[src/rtl/button_reader.sv]
// Debounced push-button reader: per-button synchroniser and debounce FSM with
// press/release/long pulses, plus a 4-entry event FIFO fed lowest-index first.
module button_reader #(
  parameter int NBTN            = 4,
  parameter int DEBOUNCE_CYCLES = 33000,
  parameter int LONG_CYCLES     = 3300000,
  parameter bit ACTIVE_LOW      = 1'b1
) (
  input  logic            clk,
  input  logic            resetn,
  input  logic [NBTN-1:0] btn_in,
  output logic [NBTN-1:0] btn_level,
  output logic [NBTN-1:0] btn_press,
  output logic [NBTN-1:0] btn_release,
  output logic [NBTN-1:0] btn_long,
  output logic            evt_valid,
  input  logic            evt_ready,
  output logic [1:0]      evt_type,
  output logic [2:0]      evt_idx,
  output logic            evt_overflow
);
  localparam int DW = $clog2(DEBOUNCE_CYCLES);
  localparam int HW = $clog2(LONG_CYCLES);
  localparam logic [DW-1:0] DMAX = DW'(DEBOUNCE_CYCLES - 1);
  localparam logic [HW-1:0] HMAX = HW'(LONG_CYCLES - 1);
  localparam logic [NBTN-1:0] INACTIVE = {NBTN{ACTIVE_LOW}};

  localparam logic [1:0] EV_NONE  = 2'b00;
  localparam logic [1:0] EV_PRESS = 2'b01;
  localparam logic [1:0] EV_REL   = 2'b10;
  localparam logic [1:0] EV_LONG  = 2'b11;

  typedef enum logic [2:0] {S_IDLE, S_PRESS_CHK, S_HELD, S_LONG, S_REL_CHK} state_t;

  logic [NBTN-1:0] sync1_q, sync2_q, active;
  logic [NBTN-1:0][1:0] slot;
  logic [NBTN-1:0] grant, drop;

  always_ff @(posedge clk or negedge resetn) begin
    if (!resetn) begin
      sync1_q <= INACTIVE;
      sync2_q <= INACTIVE;
    end else begin
      sync1_q <= btn_in;
      sync2_q <= sync1_q;
    end
  end

  assign active = sync2_q ^ INACTIVE;

  for (genvar gi = 0; gi < NBTN; gi++) begin : g_btn
    state_t        state_q;
    logic [DW-1:0] dcnt_q;
    logic [HW-1:0] hcnt_q;
    logic          long_done_q, level_q, press_q, rel_q, long_q;
    logic [1:0]    slot_q, evt_d;

    // Event raised on this edge; drives both the pulse and the pending slot.
    always_comb begin
      evt_d = EV_NONE;
      case (state_q)
        S_PRESS_CHK: if (active[gi] && dcnt_q == DMAX) evt_d = EV_PRESS;
        S_HELD:      if (active[gi] && hcnt_q == HMAX) evt_d = EV_LONG;
        S_REL_CHK:   if (!active[gi] && dcnt_q == DMAX) evt_d = EV_REL;
        default:     evt_d = EV_NONE;
      endcase
    end

    always_ff @(posedge clk or negedge resetn) begin
      if (!resetn) begin
        state_q     <= S_IDLE;
        dcnt_q      <= '0;
        hcnt_q      <= '0;
        long_done_q <= 1'b0;
        level_q     <= 1'b0;
        press_q     <= 1'b0;
        rel_q       <= 1'b0;
        long_q      <= 1'b0;
        slot_q      <= EV_NONE;
      end else begin
        press_q <= 1'b0;
        rel_q   <= 1'b0;
        long_q  <= 1'b0;
        case (state_q)
          S_IDLE: begin
            if (active[gi]) begin
              state_q <= S_PRESS_CHK;
              dcnt_q  <= '0;
            end
          end
          S_PRESS_CHK: begin
            if (!active[gi]) begin
              state_q <= S_IDLE;
            end else if (dcnt_q == DMAX) begin
              state_q     <= S_HELD;
              level_q     <= 1'b1;
              press_q     <= 1'b1;
              hcnt_q      <= '0;
              long_done_q <= 1'b0;
            end else begin
              dcnt_q <= dcnt_q + 1'b1;
            end
          end
          S_HELD: begin
            if (!active[gi]) begin
              state_q <= S_REL_CHK;
              dcnt_q  <= '0;
            end else if (hcnt_q == HMAX) begin
              state_q     <= S_LONG;
              long_q      <= 1'b1;
              long_done_q <= 1'b1;
            end else begin
              hcnt_q <= hcnt_q + 1'b1;
            end
          end
          S_LONG: begin
            if (!active[gi]) begin
              state_q <= S_REL_CHK;
              dcnt_q  <= '0;
            end
          end
          S_REL_CHK: begin
            if (active[gi]) begin
              state_q <= long_done_q ? S_LONG : S_HELD;
            end else if (dcnt_q == DMAX) begin
              state_q <= S_IDLE;
              level_q <= 1'b0;
              rel_q   <= 1'b1;
            end else begin
              dcnt_q <= dcnt_q + 1'b1;
            end
          end
          default: state_q <= S_IDLE;
        endcase

        // A slot being drained this edge counts as free for a new event.
        if (evt_d != EV_NONE && (slot_q == EV_NONE || grant[gi]))
          slot_q <= evt_d;
        else if (grant[gi])
          slot_q <= EV_NONE;
      end
    end

    assign btn_level[gi]   = level_q;
    assign btn_press[gi]   = press_q;
    assign btn_release[gi] = rel_q;
    assign btn_long[gi]    = long_q;
    assign slot[gi]        = slot_q;
    assign drop[gi]        = (evt_d != EV_NONE) && (slot_q != EV_NONE) && !grant[gi];
  end

  logic       found, push, pop, ovf_q;
  logic [1:0] push_type;
  logic [2:0] push_idx;
  logic [2:0] cnt_q;
  logic [1:0] wr_q, rd_q;
  logic [1:0] fifo_type [4];
  logic [2:0] fifo_idx  [4];

  always_comb begin
    found     = 1'b0;
    push_type = EV_NONE;
    push_idx  = '0;
    grant     = '0;
    for (int i = 0; i < NBTN; i++) begin
      if (!found && slot[i] != EV_NONE) begin
        found     = 1'b1;
        push_type = slot[i];
        push_idx  = 3'(i);
        grant[i]  = 1'b1;
      end
    end
    // Registered count gates the push, so a full FIFO never pushes and pops together.
    push = found && (cnt_q != 3'd4);
    if (!push) grant = '0;
  end

  assign evt_valid = (cnt_q != 3'd0);
  assign pop       = evt_valid && evt_ready;

  always_ff @(posedge clk or negedge resetn) begin
    if (!resetn) begin
      cnt_q <= 3'd0;
      wr_q  <= 2'd0;
      rd_q  <= 2'd0;
      ovf_q <= 1'b0;
    end else begin
      if (push) wr_q <= wr_q + 2'd1;
      if (pop)  rd_q <= rd_q + 2'd1;
      case ({push, pop})
        2'b10:   cnt_q <= cnt_q + 3'd1;
        2'b01:   cnt_q <= cnt_q - 3'd1;
        default: cnt_q <= cnt_q;
      endcase
      if (|drop) ovf_q <= 1'b1;
    end
  end

  always_ff @(posedge clk) begin
    if (push) begin
      fifo_type[wr_q] <= push_type;
      fifo_idx[wr_q]  <= push_idx;
    end
  end

  assign evt_type     = evt_valid ? fifo_type[rd_q] : 2'b00;
  assign evt_idx      = evt_valid ? fifo_idx[rd_q]  : 3'b000;
  assign evt_overflow = ovf_q;

endmodule

[config.mk]
export PLATFORM = sky130hd
export DESIGN_NAME = button_reader
export DESIGN_NICKNAME = d
export VERILOG_FILES = /design/src/rtl/button_reader.sv
export SDC_FILE = /design/constraint.sdc
export NUM_CORES = 1
export LEC_CHECK = 0
export BUFFER_PORTS_ARGS = -buffer_cell sky130_fd_sc_hd__buf_2
export CAP_MARGIN = 20
export CORE_MARGIN = 2
export CORE_UTILIZATION = 60
export DETAILED_ROUTE_END_ITERATION = 16
export GPL_ROUTABILITY_DRIVEN = 0
export PLACE_DENSITY = 0.77
export SLEW_MARGIN = 10
export SYNTH_ARGS = -nofsm -noshare
export SYNTH_HDL_FRONTEND = slang
export SYNTH_SLANG_ARGS = --single-unit
[constraint.sdc]
create_clock -name clk -period 6.85 [get_ports clk]
set_input_delay 0.3425 -clock clk [delete_from_list [all_inputs] [get_ports clk]]
set_output_delay 0.3425 -clock clk [all_outputs]
set_load 0.05 [all_outputs]
# After elaboration in Yosys (flattened, before gate mapping)
# Memories as Yosys holds them, arrays and structs flattened.
# Cells that the tools add are included.
# W data, S select, Z words.
[totals] ff_bits=208 input_bits=7 memories=2 elab_cells=435 ramBits=20 output_inout_bits=23
[op_classes] addsub=12 n_reduce_logical=103 bitwise_logic=1 muxes=196 eq_ne=79
[mem_list] memory="fifo_idx" depth=4 word_bits=3 read_ports=1 rd_ports_with_merged_regs=0 write_ports=1 line_no="158" text="logic [2:0] fifo_idx [4];"
[mem_list] memory="fifo_type" depth=4 word_bits=2 read_ports=1 rd_ports_with_merged_regs=0 write_ports=1 line_no="157" text="logic [1:0] fifo_type [4];"
[op_table] op="$mux W22" n=16
[op_table] op="$mux W16" n=20
[op_table] op="$pmux W16 S4" n=4
[op_table] op="$pmux W22 S2" n=4
[op_table] op="$mux W3" n=35
[op_table] op="$reduce_and A5 Y1" n=20
[op_table] op="$add A22 B1 Y22 const B" n=4
[op_table] op="$eq A22 B22 Y1 const B" n=4
[op_table] op="$ne A2 B2 Y1 const B" n=40
[op_table] op="$mux W1" n=78
[op_table] op="$add A16 B1 Y16 const B" n=4
[op_table] op="$eq A16 B16 Y1 const B" n=4
[op_table] op="$pmux W3 S5" n=4
[op_table] op="$mux W2" n=21
[op_table] op="$reduce_bool A2 Y1" n=21
[op_table] op="$ne A3 B3 Y1 const B" n=13
[op_table] op="$logic_and A1 B1 Y1" n=29
[op_table] op="$eq A3 B2 Y1 const B" n=8
[op_table] op="$pmux W2 S3" n=4
[op_table] op="$pmux W1 S2" n=8
[op_table] op="$reduce_bool A4 Y1" n=4
[op_table] op="$eq A3 B1 Y1 const B" n=4
[op_table] op="$eq A3 B3 Y1 const B" n=4
[op_table] op="$logic_not A3 Y1" n=4
[op_table] op="other kinds (14)" n=34

# Longest topological paths before layout
[logic_depth] word_depth=16 ltp_mapped=10 mapped_depth_nobuf=10

# Worst setup path after synthesis
# No wires, ideal clock.
[synth_path] kind="register to register" start="register g_btn[1].dcnt_q[4]" end="register g_btn[1].dcnt_q[6]" stages_incl_launch_ff=7 arrival_ns=2.237 t_required_ns=6.718 setup_time_ns=0.132 path_buffers=0 period_less_slack_ns=2.369 path_slack_ns=4.481 cell_sequence="dfrtp_1 -> or4b_2 -> or4_4 -> nor3b_1 -> o2111ai_1 -> xor2_1 -> nor2_1"
[synth_between] elab_chain_cells=4 elab_cells_between_ends=6 cone_classes="add/sub (1); eq/ne (1); mux (4)"
[synth_rtl] item="from (decl)" line_no="53" text="logic [DW-1:0] dcnt_q;"
[synth_rtl] item="from (signal assigned)" line_no="101" text="dcnt_q <= dcnt_q + 1'b1;"
[synth_rtl] item="from (signal assigned)" line_no="130" text="dcnt_q <= dcnt_q + 1'b1;"
[synth_rtl] item="$add A16 B1 Y16 or $eq A16 B16 Y1 (tied branches)"
[synth_rtl] item="$mux W16 (*)" line_no="94, 125"
[synth_rtl] item="$mux W16 (on tied branches)" line_no="123, 92"
[synth_rtl] item="$pmux W16 S4 (*)" line_no="84" text="case (state_q)"
# Mark *: on every way between the ends. The rest lies on a longest branch, timed or not. The select of a mux whose other input is x is not followed.
# A chain may end at the register's enable or synchronous reset.

# Final worst setup path
[layout_path] start="register g_btn[3].state_q[1]" end="register g_btn[3].hcnt_q[20]"
[layout_between] elab_chain_cells=3 elab_cells_between_ends=9 cone_classes="eq/ne (6); mux (1); reduce/logical (2)"
[layout_rtl] item="from (decl)" line_no="52" text="state_t state_q;"
[layout_rtl] item="from (signal assigned)" line_no="124" text="state_q <= long_done_q ? S_LONG : S_HELD;"
[layout_rtl] item="$eq A3 B2 Y1 or $eq A3 B1 Y1 (tied branches)" line_no="84"
[layout_rtl] item="$ne A2 B2 Y1 (no source line) or $reduce_bool A2 Y1 (tied branches)"
[layout_rtl] item="$reduce_and A5 Y1 (no source line)"
[layout_rtl] item="to (signal assigned)" line_no="113" text="hcnt_q <= hcnt_q + 1'b1;"
[layout_rtl] item="to (decl)" line_no="54" text="logic [HW-1:0] hcnt_q;"
# Several ways; a longest one is shown, not always the timed one.

==> flow_metrics.tcl <==
set metrics [dict create \
    status "finished, final reports clean" \
    r2r_slack_ps 3670 \
    drtIter0Drc 670 \
    nFillCells 1585 \
    firstDrtPassIters 5 \
    slew_viol_final 0 \
    die_area_um2 21000 \
    postSynth.asyncResetShare 0.929 \
    netlist_area_um2 11900 \
    synthTopCellsByCount "dfrtp_1, nor2_1, nand2_1, o21ai_0, a21oi_1" \
    swShare 0.242 \
    synth_top_family_by_area "simple AND/OR/NAND/NOR gates" \
    crit_buf_inv 1 \
    finClkSkew_ps 15.8 \
    clk_latency_ps 520 \
    cts_resized 0 \
    synthXorXnorAreaFrac 0.0677 \
    synth-simple-area-share 0.251 \
    rsz0062_at_grt "false" \
    rr_endpoint "g_btn[3].hcnt_q[20]$_DFFE_PN0P_" \
    yosysMostFrequentCell "dfrtp_1" \
    ys_types 83 \
    ant_nets 0 \
    end_kind "flip-flop" \
    grt_max_degree 92 \
    fin_ws_ps 3670 \
    wl_per_cell_um 15.5 \
    grt_util_all_layers 0.238 \
    cp_max_fo 14 \
    synthAdderAreaFrac 0.0154 \
    ys_ff_latch 224 \
    cts_root_buf "clkbuf_16" \
    worstPathArrival_ps 3620 \
    grt_antenna_before_repair 0 \
    cp-start-kind "flip-flop" \
    max_freq_mhz 314 \
    drt_wl_total_um 24100 \
    yosys_warnings 0 \
    r2r_cells 6 \
    dp_slack_ps 3760 \
    path_depth 6 \
    path_cells "inv_1 > nor3_1 > o21ai_0 > a21o_1 > or4_1 > a21oi_1" \
    clk_pin_slew_ps 60 \
    start_util 0.611 \
    post-route-period-util 0.464 \
    min_to "rd_q[0]$_DFFE_PN0P_" \
    avgViaCountPerCell 6.05 \
    diodes 0 \
    slowest_delay_ps 880 \
    p_comb_frac 0.074 \
    synthTopCellsByArea "dfrtp_1, nor2_1, xor2_1" \
    io_buffers 28 \
    synthesis.nets 1286 \
    clockBufferDepth 3 \
    vdd_drop_max_mv 0.295 \
    power_density_nw_per_um2 230 \
    route.detailed.drc 0 \
    period_needed_ps 3180 \
    yosysTopAreaCellShare 0.421 \
    tritoncts "done" \
    htreeDepth 1 \
    cts_buffers 25 \
    avgSynthCellArea_um2 9.41 \
    areaGrowthSynthToFinish_pct 9.70 \
    fp.dieH_um 145 \
    seq_power_share 0.470 \
    timing.setup.critical_path_class "flip-flop to flip-flop" \
    yosys_most_used_dff "dfrtp_1" \
    drv_cap 0 \
    min_path_cells 3 \
    synth-edff-count 16 \
    grt_pass1_wl_um 41400 \
    tightest_slew_ps 1130 \
    seq_area_frac_synth 0.479 \
    finalSetupViolations 0 \
    layout.nets 1289 \
    worst-endpoint-required_ps 7290 \
    hpwl_um 16000 \
    synth_top_area_cell "dfrtp_1" \
    hold_path_class "input port to flip-flop" \
    relSlewSlack 0.240 \
    ios 30 \
    hold_violations 0 \
    setup_tns_ps 0 \
    cts.sinks 224 \
    path_delay_family "simple AND/OR/NAND/NOR gates" \
    crit_slowest_cell "nor3_1" \
    syn_inst 1265 \
    clkPwrFrac 0.456 \
    grt_pass1_vias 8686 \
    power.static_leakage_nw 5.53 \
    p_int_mw 2.28 \
    die_x_um 145 \
    vias 9383 \
    num_rows 51 \
    synth_compound_area_frac 0.138 \
    min_from "evt_ready" \
    muxShareOfSynthArea 0.0121 \
    core-area_um2 19500 \
    crit-reg2reg-launch "g_btn[3].state_q[1]$_DFFE_PN0P_" \
    p_sw_uw 727 \
    grt_remaining_overflow 0 \
    drive_above_1_share 0.0956 \
]
==> how the worst max path moves through the flow <==
stage	from	endpoint	slack [ps]
floorplan	g_btn[1].dcnt_q[4]$_DFFE_PN0P_	g_btn[1].dcnt_q[6]$_DFFE_PN0P_	4480
global placement	g_btn[0].dcnt_q[8]$_DFFE_PN0P_	g_btn[0].hcnt_q[4]$_DFFE_PN0P_	3780
detailed placement	g_btn[3].state_q[1]$_DFFE_PN0P_	g_btn[3].hcnt_q[20]$_DFFE_PN0P_	3760
CTS	g_btn[3].state_q[1]$_DFFE_PN0P_	g_btn[3].hcnt_q[20]$_DFFE_PN0P_	3720
global route	g_btn[3].state_q[1]$_DFFE_PN0P_	g_btn[3].hcnt_q[20]$_DFFE_PN0P_	3480
finish	g_btn[3].state_q[1]$_DFFE_PN0P_	g_btn[3].hcnt_q[20]$_DFFE_PN0P_	3670
==> placed cells by master (no fill, tap or decap), types with 36 or more instances in the layout <==
cell type    n
nor2_1     160
nand4_1     39
xor2_1      56
xnor2_1     36
o21ai_0     88
nor3_1      36
nand2_1    110
dfrtp_1    200
nand3_1     40
a21oi_1     58
==> power by group through the flow <==
stage	Combinational, mW	Clock [mW]	Sequential [mW]
after floorplan	0.171	0	1.41
after global placement	0.215	0	1.43
after detailed placement	0.222	0	1.44
after CTS	0.224	1.40	1.41
after global routing	0.243	1.46	1.42
final	0.222	1.37	1.41
==> stage by stage <==
stage | cells | instance area (um^2) | power [mW] | utilization | hold slack, ps
detailed placement | 1496 | 12100 | 1.66 | 0.623 | 347
global placement | 1496 | 12100 | 1.65 | 0.623 | 346
CTS | 1546 | 13000 | 3.04 | 0.669 | 256
finish | 1551 | 13100 | 3.00 | 0.671 | 271
global route | 1551 | 13100 | 3.12 | 0.671 | 282
floorplan | 1265 | 11900 | 1.58 | - | 46.9
==> metal layers <==
metal | vias up | share of wire | wire length, um | track usage
met5 | - | 0 | 0 | 0
met4 | 0 | 0.017 | 400 | 0.0537
met3 | 32 | 0.049 | 1180 | 0.0326
met2 | 233 | 0.47 | 11300 | 0.382
met1 | 4551 | 0.47 | 11200 | 0.346
li1 | 4567 | - | - | -
==> flip-flops by register name, summed over array words and instances, names as in the netlist <==
signal and cells:
g_btn.dcnt_q 64, sync1_q 4, g_btn.hcnt_q 88, evt_overflow 1, rd_q 2, g_btn.long_done_q 4
g_btn.long_q 4, g_btn.state_q 12, wr_q 2, sync2_q 4, g_btn.press_q 4, g_btn.rel_q 4
cnt_q 3, g_btn.level_q 4, fifo_idx 8, fifo_type 8, g_btn.slot_q 8
==> cell type report <==
cell class,count,area (um^2),area share
well taps,265,332,0.0254
inverters,32,120,0.00920
flip-flops and latches,224,5700,0.436
clock buffers,33,706,0.0541
clock inverters,12,149,0.0114
repair buffers,43,268,0.0205
multi-input cells,942,5780,0.443
==> cell families (layout without fill, tap and decap cells) <==
family | Yosys count | after routing
other | 1 | 1
adder cells (fa/ha/maj) | 14 | 14
buffers and inverters | 99 | 120
AO/OA/AOI/OAI | 259 | 259
multiplexers | 9 | 9
flip-flops | 224 | 224
AND/OR/NAND/NOR | 567 | 567
XOR/XNOR | 92 | 92
==> timing repair <==
action | 4_1_cts | 5_1_grt
endpoints found under the hold margin | 91 | 0
hold buffers | 5 | 0
buffers inserted | 0 | 0
==> worst min-delay path, cell delays in order <==
cell,delay (ps)
buf_2,100
and2_1,210
xor2_1,90
(Power assumes the default switching activity.)
